===== src/rtl/uart_rx_cfg.sv =====
// Parametrised UART receiver: 2-FF input synchronizer, mid-bit sampling, optional parity,
// one or two stop bits, per-frame valid strobe with parity/framing error flags.
module uart_rx_cfg #(
    parameter int CLK_PER_BIT = 833,
    parameter int DATA_BITS   = 8,
    parameter int PARITY      = 0,
    parameter int STOP_BITS   = 1
) (
    input  logic                 clk,
    input  logic                 i_rst_n,
    input  logic                 i_rx,
    output logic [DATA_BITS-1:0] o_data,
    output logic                 o_valid,
    output logic                 o_parity_err,
    output logic                 o_frame_err,
    output logic                 o_busy
);

    localparam int CNT_W = $clog2(CLK_PER_BIT);
    localparam int IDX_W = $clog2(DATA_BITS);

    localparam logic [CNT_W-1:0] HALF      = CNT_W'((CLK_PER_BIT - 1) / 2);
    localparam logic [CNT_W-1:0] FULL      = CNT_W'(CLK_PER_BIT - 1);
    localparam logic [IDX_W-1:0] LAST_IDX  = IDX_W'(DATA_BITS - 1);
    localparam logic             LAST_STOP = (STOP_BITS == 2);

    localparam logic [2:0] S_IDLE      = 3'd0;
    localparam logic [2:0] S_START     = 3'd1;
    localparam logic [2:0] S_DATA      = 3'd2;
    localparam logic [2:0] S_PARITY    = 3'd3;
    localparam logic [2:0] S_STOP      = 3'd4;
    localparam logic [2:0] S_DONE      = 3'd5;
    localparam logic [2:0] S_WAIT_HIGH = 3'd6;

    logic [1:0]           sync_q;
    logic                 rx_s;
    logic [2:0]           state_q, state_d;
    logic [CNT_W-1:0]     cnt_q, cnt_d;
    logic [IDX_W-1:0]     idx_q, idx_d;
    logic                 stop_q, stop_d;
    logic [DATA_BITS-1:0] shift_q, shift_d;
    logic                 perr_q, perr_d;
    logic                 ferr_q, ferr_d;
    logic [DATA_BITS-1:0] data_q, data_d;
    logic                 valid_q, valid_d;
    logic                 out_perr_q, out_perr_d;
    logic                 out_ferr_q, out_ferr_d;
    logic                 par_xor;

    assign rx_s    = sync_q[1];
    assign par_xor = (^shift_q) ^ rx_s;

    always_comb begin
        // NOTE: every signal gets a default before the case so no path leaves one unassigned (no latches).
        state_d    = state_q;
        cnt_d      = cnt_q;
        idx_d      = idx_q;
        stop_d     = stop_q;
        shift_d    = shift_q;
        perr_d     = perr_q;
        ferr_d     = ferr_q;
        data_d     = data_q;
        valid_d    = 1'b0;
        out_perr_d = out_perr_q;
        out_ferr_d = out_ferr_q;

        case (state_q)
            S_IDLE: begin
                if (!rx_s) begin
                    state_d = S_START;
                    cnt_d   = '0;
                end
            end
            S_START: begin
                if (cnt_q == HALF) begin
                    cnt_d   = '0;
                    idx_d   = '0;
                    stop_d  = 1'b0;
                    perr_d  = 1'b0;
                    ferr_d  = 1'b0;
                    state_d = rx_s ? S_IDLE : S_DATA;
                end else begin
                    cnt_d = cnt_q + CNT_W'(1);
                end
            end
            S_DATA: begin
                if (cnt_q == FULL) begin
                    cnt_d          = '0;
                    shift_d[idx_q] = rx_s;
                    idx_d          = idx_q + IDX_W'(1);
                    if (idx_q == LAST_IDX) begin
                        state_d = (PARITY != 0) ? S_PARITY : S_STOP;
                    end
                end else begin
                    cnt_d = cnt_q + CNT_W'(1);
                end
            end
            S_PARITY: begin
                if (cnt_q == FULL) begin
                    cnt_d   = '0;
                    perr_d  = (PARITY == 1) ? ~par_xor : par_xor;
                    state_d = S_STOP;
                end else begin
                    cnt_d = cnt_q + CNT_W'(1);
                end
            end
            S_STOP: begin
                if (cnt_q == FULL) begin
                    cnt_d  = '0;
                    ferr_d = ferr_q | ~rx_s;
                    if (stop_q == LAST_STOP) begin
                        // Outputs are loaded here so they are already visible while o_valid is high.
                        state_d    = S_DONE;
                        valid_d    = 1'b1;
                        data_d     = shift_q;
                        out_perr_d = perr_q;
                        out_ferr_d = ferr_q | ~rx_s;
                    end else begin
                        stop_d = 1'b1;
                    end
                end else begin
                    cnt_d = cnt_q + CNT_W'(1);
                end
            end
            S_DONE:      state_d = out_ferr_q ? S_WAIT_HIGH : S_IDLE;
            S_WAIT_HIGH: if (rx_s) state_d = S_IDLE;
            default:     state_d = S_IDLE;
        endcase
    end

    always_ff @(posedge clk) begin
        // NOTE: sequential state uses non-blocking assignments so every flop samples pre-edge values.
        if (!i_rst_n) begin
            sync_q     <= 2'b11;
            state_q    <= S_IDLE;
            cnt_q      <= '0;
            idx_q      <= '0;
            stop_q     <= 1'b0;
            shift_q    <= '0;
            perr_q     <= 1'b0;
            ferr_q     <= 1'b0;
            data_q     <= '0;
            valid_q    <= 1'b0;
            out_perr_q <= 1'b0;
            out_ferr_q <= 1'b0;
        end else begin
            sync_q     <= {sync_q[0], i_rx};
            state_q    <= state_d;
            cnt_q      <= cnt_d;
            idx_q      <= idx_d;
            stop_q     <= stop_d;
            shift_q    <= shift_d;
            perr_q     <= perr_d;
            ferr_q     <= ferr_d;
            data_q     <= data_d;
            valid_q    <= valid_d;
            out_perr_q <= out_perr_d;
            out_ferr_q <= out_ferr_d;
        end
    end

    assign o_data       = data_q;
    assign o_valid      = valid_q;
    assign o_parity_err = out_perr_q;
    assign o_frame_err  = out_ferr_q;
    assign o_busy       = (state_q != S_IDLE);

endmodule


===== config.mk =====
export PLATFORM = sky130hd
export DESIGN_NAME = uart_rx_cfg
export DESIGN_NICKNAME = d
export VERILOG_FILES = /design/src/rtl/uart_rx_cfg.sv
export SDC_FILE = /design/constraint.sdc
export NUM_CORES = 1
export LEC_CHECK = 0
export ABC_AREA = 1
export CORE_MARGIN = 1.5
export CORE_UTILIZATION = 45
export DETAILED_ROUTE_END_ITERATION = 10
export GPL_ROUTABILITY_DRIVEN = 0
export PLACE_DENSITY = 0.61
export SYNTH_ARGS = -nofsm -noshare
export SYNTH_HDL_FRONTEND = slang
export SYNTH_SLANG_ARGS = --single-unit

===== constraint.sdc =====
create_clock -name clk -period 2.8 [get_ports clk]
set_clock_uncertainty 0.15 [all_clocks]
set_input_delay 0.56 -clock clk [delete_from_list [all_inputs] [get_ports clk]]
set_output_delay 0.56 -clock clk [all_outputs]
set_load 0.1 [all_outputs]

======== After elaboration in Yosys (flattened, before gate mapping) ========
Cells that the tools add are included.
word-level totals
  memories ................................ 0
  bits in latches ......................... 0
  bits in writable memories ............... 0
  flip-flop bits (word level) ............. 40
  memory bits (read-only) ................. 0
  bits of input ports ..................... 3
  output and inout port bits .............. 12
  logic and storage cells ................. 84
operators by class
  equality and inequality tests ........... 17
  reductions and logical operators ........ 17
  $mul .................................... 0
  bitwise gates (word level) .............. 4
  order comparisons ....................... 2
  multiplexer cells ....................... 30
  $add $sub $neg .......................... 2
  div/mod/pow operators ................... 0
  shifts and indexed selects .............. 0
operator list
  operator                 number
  $mux W3                  11
  $mux W10                 3
  $pmux W10 S3             1
  $pmux W3 S7              1
  $ne A2 B2 Y1 const B     8
  $reduce_and A3 Y1        5
  $eq A3 B3 Y1 const B     4
  $add A10 B1 Y10 const B  1
  $eq A10 B10 Y1 const B   1
  $eq A10 B9 Y1 const B    1
  $bwmux W8                1
  $reduce_and A8 Y1        1
  $reduce_xor A8 Y1        1
  $mux W1                  7
  $eq A3 B2 Y1 const B     2
  $pmux W1 S2              3
  $pmux W3 S2              1
  $reduce_bool A2 Y1       3
  $reduce_bool A3 Y1       2
  $lt A3 B4 Y1 const B     1
  $reduce_and A2 Y1        2
  $add A3 B1 Y3 const B    1
  $demux W1 S3             1
  $eq A3 B1 Y1 const B     1
  other kinds (8)          9

======== Longest topological paths before layout ========
  word-level depth ........................ 5
  depth in mapped cells ................... 11

======== Worst setup path before layout ========
OpenSTA, ideal clock, no wires.
  path type ............................... reg2out
  start ................................... register state_q[2]
  end ..................................... output o_busy
  slack ................................... 939 ps
  data arrival time ....................... 1151 ps
  cell stages (with the launch flop) ...... 3
  cell sequence ........................... dfxtp_1 -> inv_2 -> nand2_1
on the way
  cells in the longest elaborated chain, start to end .. 1
ends and longest elaborated chain
  what                    RTL line  source
  start, declared         37        logic [2:0] state_q, state_d;
  start signal, assigned  148       state_q <= state_d;
  $reduce_bool A3 Y1      166       assign o_busy = (state_q != S_IDLE);
  end, declared           16        output logic o_busy
No other way between the ends.

======== Final worst setup path ========
Ends and elaborated chain as after synthesis.

==> results_dict.tcl <==
set metrics [dict create \
    maxSlewHeadroom 0.759 \
    dr.pass1.iters 5 \
    grt_usage 0.188 \
    synthesis.area_um2 2100 \
    design.die.area_um2 5090 \
    die_h_um 71.3 \
    drt-initial-drc-count 139 \
    clock.fmax_ghz 0.519 \
    seq_area_frac_synth 0.371 \
    synth_top_area_frac 0.371 \
    fin_cells 380 \
    hold_viol 0 \
    ys_warn_count 0 \
    clockBufferDepth 2 \
    crit_path_max_fanout 6 \
    fp.dieW_um 71.3 \
    cp-end-kind "output port" \
    antenna_cells 0 \
    pre_cts_ws_ns 0.964 \
    rows 24 \
    cts.sinks 39 \
    critPathLaunchType "flop" \
    min_period_ns 1.93 \
    finalWirelength_um 4450 \
    ys_types 30 \
    avgSynthCellArea_um2 6.76 \
    netlist_instances 311 \
    grt_pass1_wl_um 7580 \
    rsz0062_at_grt "false" \
    cap_violations 0 \
    synth.area.top_cells "dfxtp_1 37%, nand2_1 14%, nor2_1 9.8%" \
    hold_buffers 0 \
    tightest_slew_ns 0.362 \
    grt_max_degree 24 \
    cts_setup_buffers 0 \
    leakagePower_nw 1.02 \
    port_buffers 14 \
    hp-class "reg -> reg" \
    power_density_nw_per_um2 648 \
    drcViolationCount 0 \
    clock_latency_ns 0.29 \
    status "completed" \
    ant_nets 0 \
    arrival_ns 1.22 \
    floorplan.core_area_um2 4410 \
    critPathRequiredTime_ns 2.09 \
    grt_antenna_before_repair 0 \
    layout.nets 334 \
    ctsHtreeMaxLevel 2 \
    dpl.hpwl_um 3320 \
    grt_pass1_vias 1616 \
    clk_pin_slew_ns 0.08 \
    fin_ws_ns 0.872 \
    ir_drop_mv 0.826 \
    final_area_um2 2360 \
    worstSetupPathType "reg -> out" \
    synth_nets 318 \
    cts.repair.resized 0 \
    syn_to_final_growth_pct 12.5 \
    cts_made_buffers 5 \
    postPlaceCellArea_um2 2250 \
    wl_per_cell_um 11.7 \
    setup_viol 0 \
    finalMaxSlewViolations 0 \
    num_vias 1900 \
    ctsRootBufferMaster "clkbuf_8" \
    place_inst 372 \
    start_util 0.476 \
    final.setup.tns_ns 0 \
    grt_overflow 0 \
    drive_gt1_frac 0.152 \
    ys_seq_elements 39 \
    cts_tree "done" \
    yosysTopAreaCell "dfxtp_1" \
    via_per_inst 5.00 \
    min_period_over_period 0.689 \
    io_pins 15 \
]
-- layout by cell type, fill, tap and decap left out --
cell,Yosys,layout
a21boi_0,1,1
a21oi_1,13,13
a22oi_1,2,2
buf_4,0,13
bufinv_16,0,1
clkbuf_8,0,5
clkdlybuf4s50_1,0,2
clkinv_2,0,1
clkinv_4,0,1
dfxtp_1,39,39
ha_1,4,4
inv_1,28,28
inv_2,6,6
nand2_1,79,79
nand2_2,5,5
nand2_4,1,1
nand3_1,16,16
nand3_2,3,3
nand3_4,1,1
nand4_1,5,5
nor2_1,55,55
nor2_2,4,4
nor2_4,4,4
nor3_1,4,4
nor3_2,2,2
o211ai_1,2,2
o21ai_0,14,14
o21ai_1,7,7
o21ai_4,1,1
o21bai_1,1,1
or2_2,2,2
xnor2_1,2,2
xor2_1,4,4
-- routing by layer --
layer	global-route usage	up-vias	wire [um]
met1	0.280	840	2400
met2	0.271	39	1830
met3	0.0422	4	177
li1	-	1017	-
met5	0	-	0
met4	0.0566	0	37
-- power by group --
group          internal, mW  switching [mW]
clock network         0.265           0.202
registers             0.580          0.0290
logic                 0.124           0.332
total                 0.969           0.563
-- path summary, 6_finish.rpt --
path	start	end	slack, ns	cells after the start
worst max-delay path	state_q[2]	o_busy	0.87	3
worst min register to register	sync_q[0]	sync_q[1]	0.27	1
worst max register to register	cnt_q[0]	cnt_q[5]	1.06	9
worst min-delay path	sync_q[0]	sync_q[1]	0.27	1
-- Yosys cell counts --
| master | n |
|---|---|
| nor2_1 | 55 |
| xor2_1 | 4 |
| a22oi_1 | 2 |
| o21ai_0 | 14 |
| nand3_1 | 16 |
| nor3_1 | 4 |
| nor2_4 | 4 |
| clkbuf_1 | 3 |
| or2_2 | 2 |
| o21ai_1 | 7 |
| buf_2 | 2 |
| ha_1 | 4 |
| a21oi_1 | 13 |
| inv_2 | 6 |
| nand3_2 | 3 |
| xnor2_1 | 2 |
| nand2_4 | 1 |
| nand2_2 | 5 |
| o21ai_4 | 1 |
| nor2_2 | 4 |
| nor3_2 | 2 |
| inv_1 | 28 |
| o21bai_1 | 1 |
| nand2_1 | 79 |
| a21boi_0 | 1 |
| nand3_4 | 1 |
| o211ai_1 | 2 |
| dfxtp_1 | 39 |
| nand4_1 | 5 |
| buf_6 | 1 |
-- state kept, by name, summed over array words and instances (netlist names) --
name and flops:
o_data 8, idx_q 3, sync_q 2, state_q 3, shift_q 8, o_parity_err 1
cnt_q 10, perr_q 1, ferr_q 1, o_valid 1, o_frame_err 1
-- critical path, stage by stage, from the launching register on --
cell and delay, ns:
dfxtp_1 0.46, inv_2 0.11, nand2_1 0.08, buf_4 0.28
-- layout make-up --
type / count / area [um2]
sequential: 39 / 781
fill: 474 / 2050
clock buffer: 5 / 68.8
multi-input combinational: 232 / 1160
inverter: 34 / 128
timing repair buffer: 15 / 118
clock inverter: 3 / 43.8
tap: 52 / 65.1
-- per-stage QoR --
step | util | hold slack [ns] | power [mW]
after floorplan | - | 0.243 | 0.993
after global placement | 0.510 | 0.244 | 1.08
after detailed placement | 0.510 | 0.249 | 1.08
after CTS | 0.536 | 0.269 | 1.55
after global routing | 0.536 | 0.307 | 1.63
final | 0.536 | 0.267 | 1.53
-- cells by family after synthesis --
family	after synthesis	share of synthesized area
xor+xnor	6	0.0250
compound gates	41	0.110
simple gates	181	0.393
flops	39	0.371
fa+ha+maj	4	0.0238
buf+inv	40	0.0762
No activity file was read; power rests on OpenSTA's default activity.
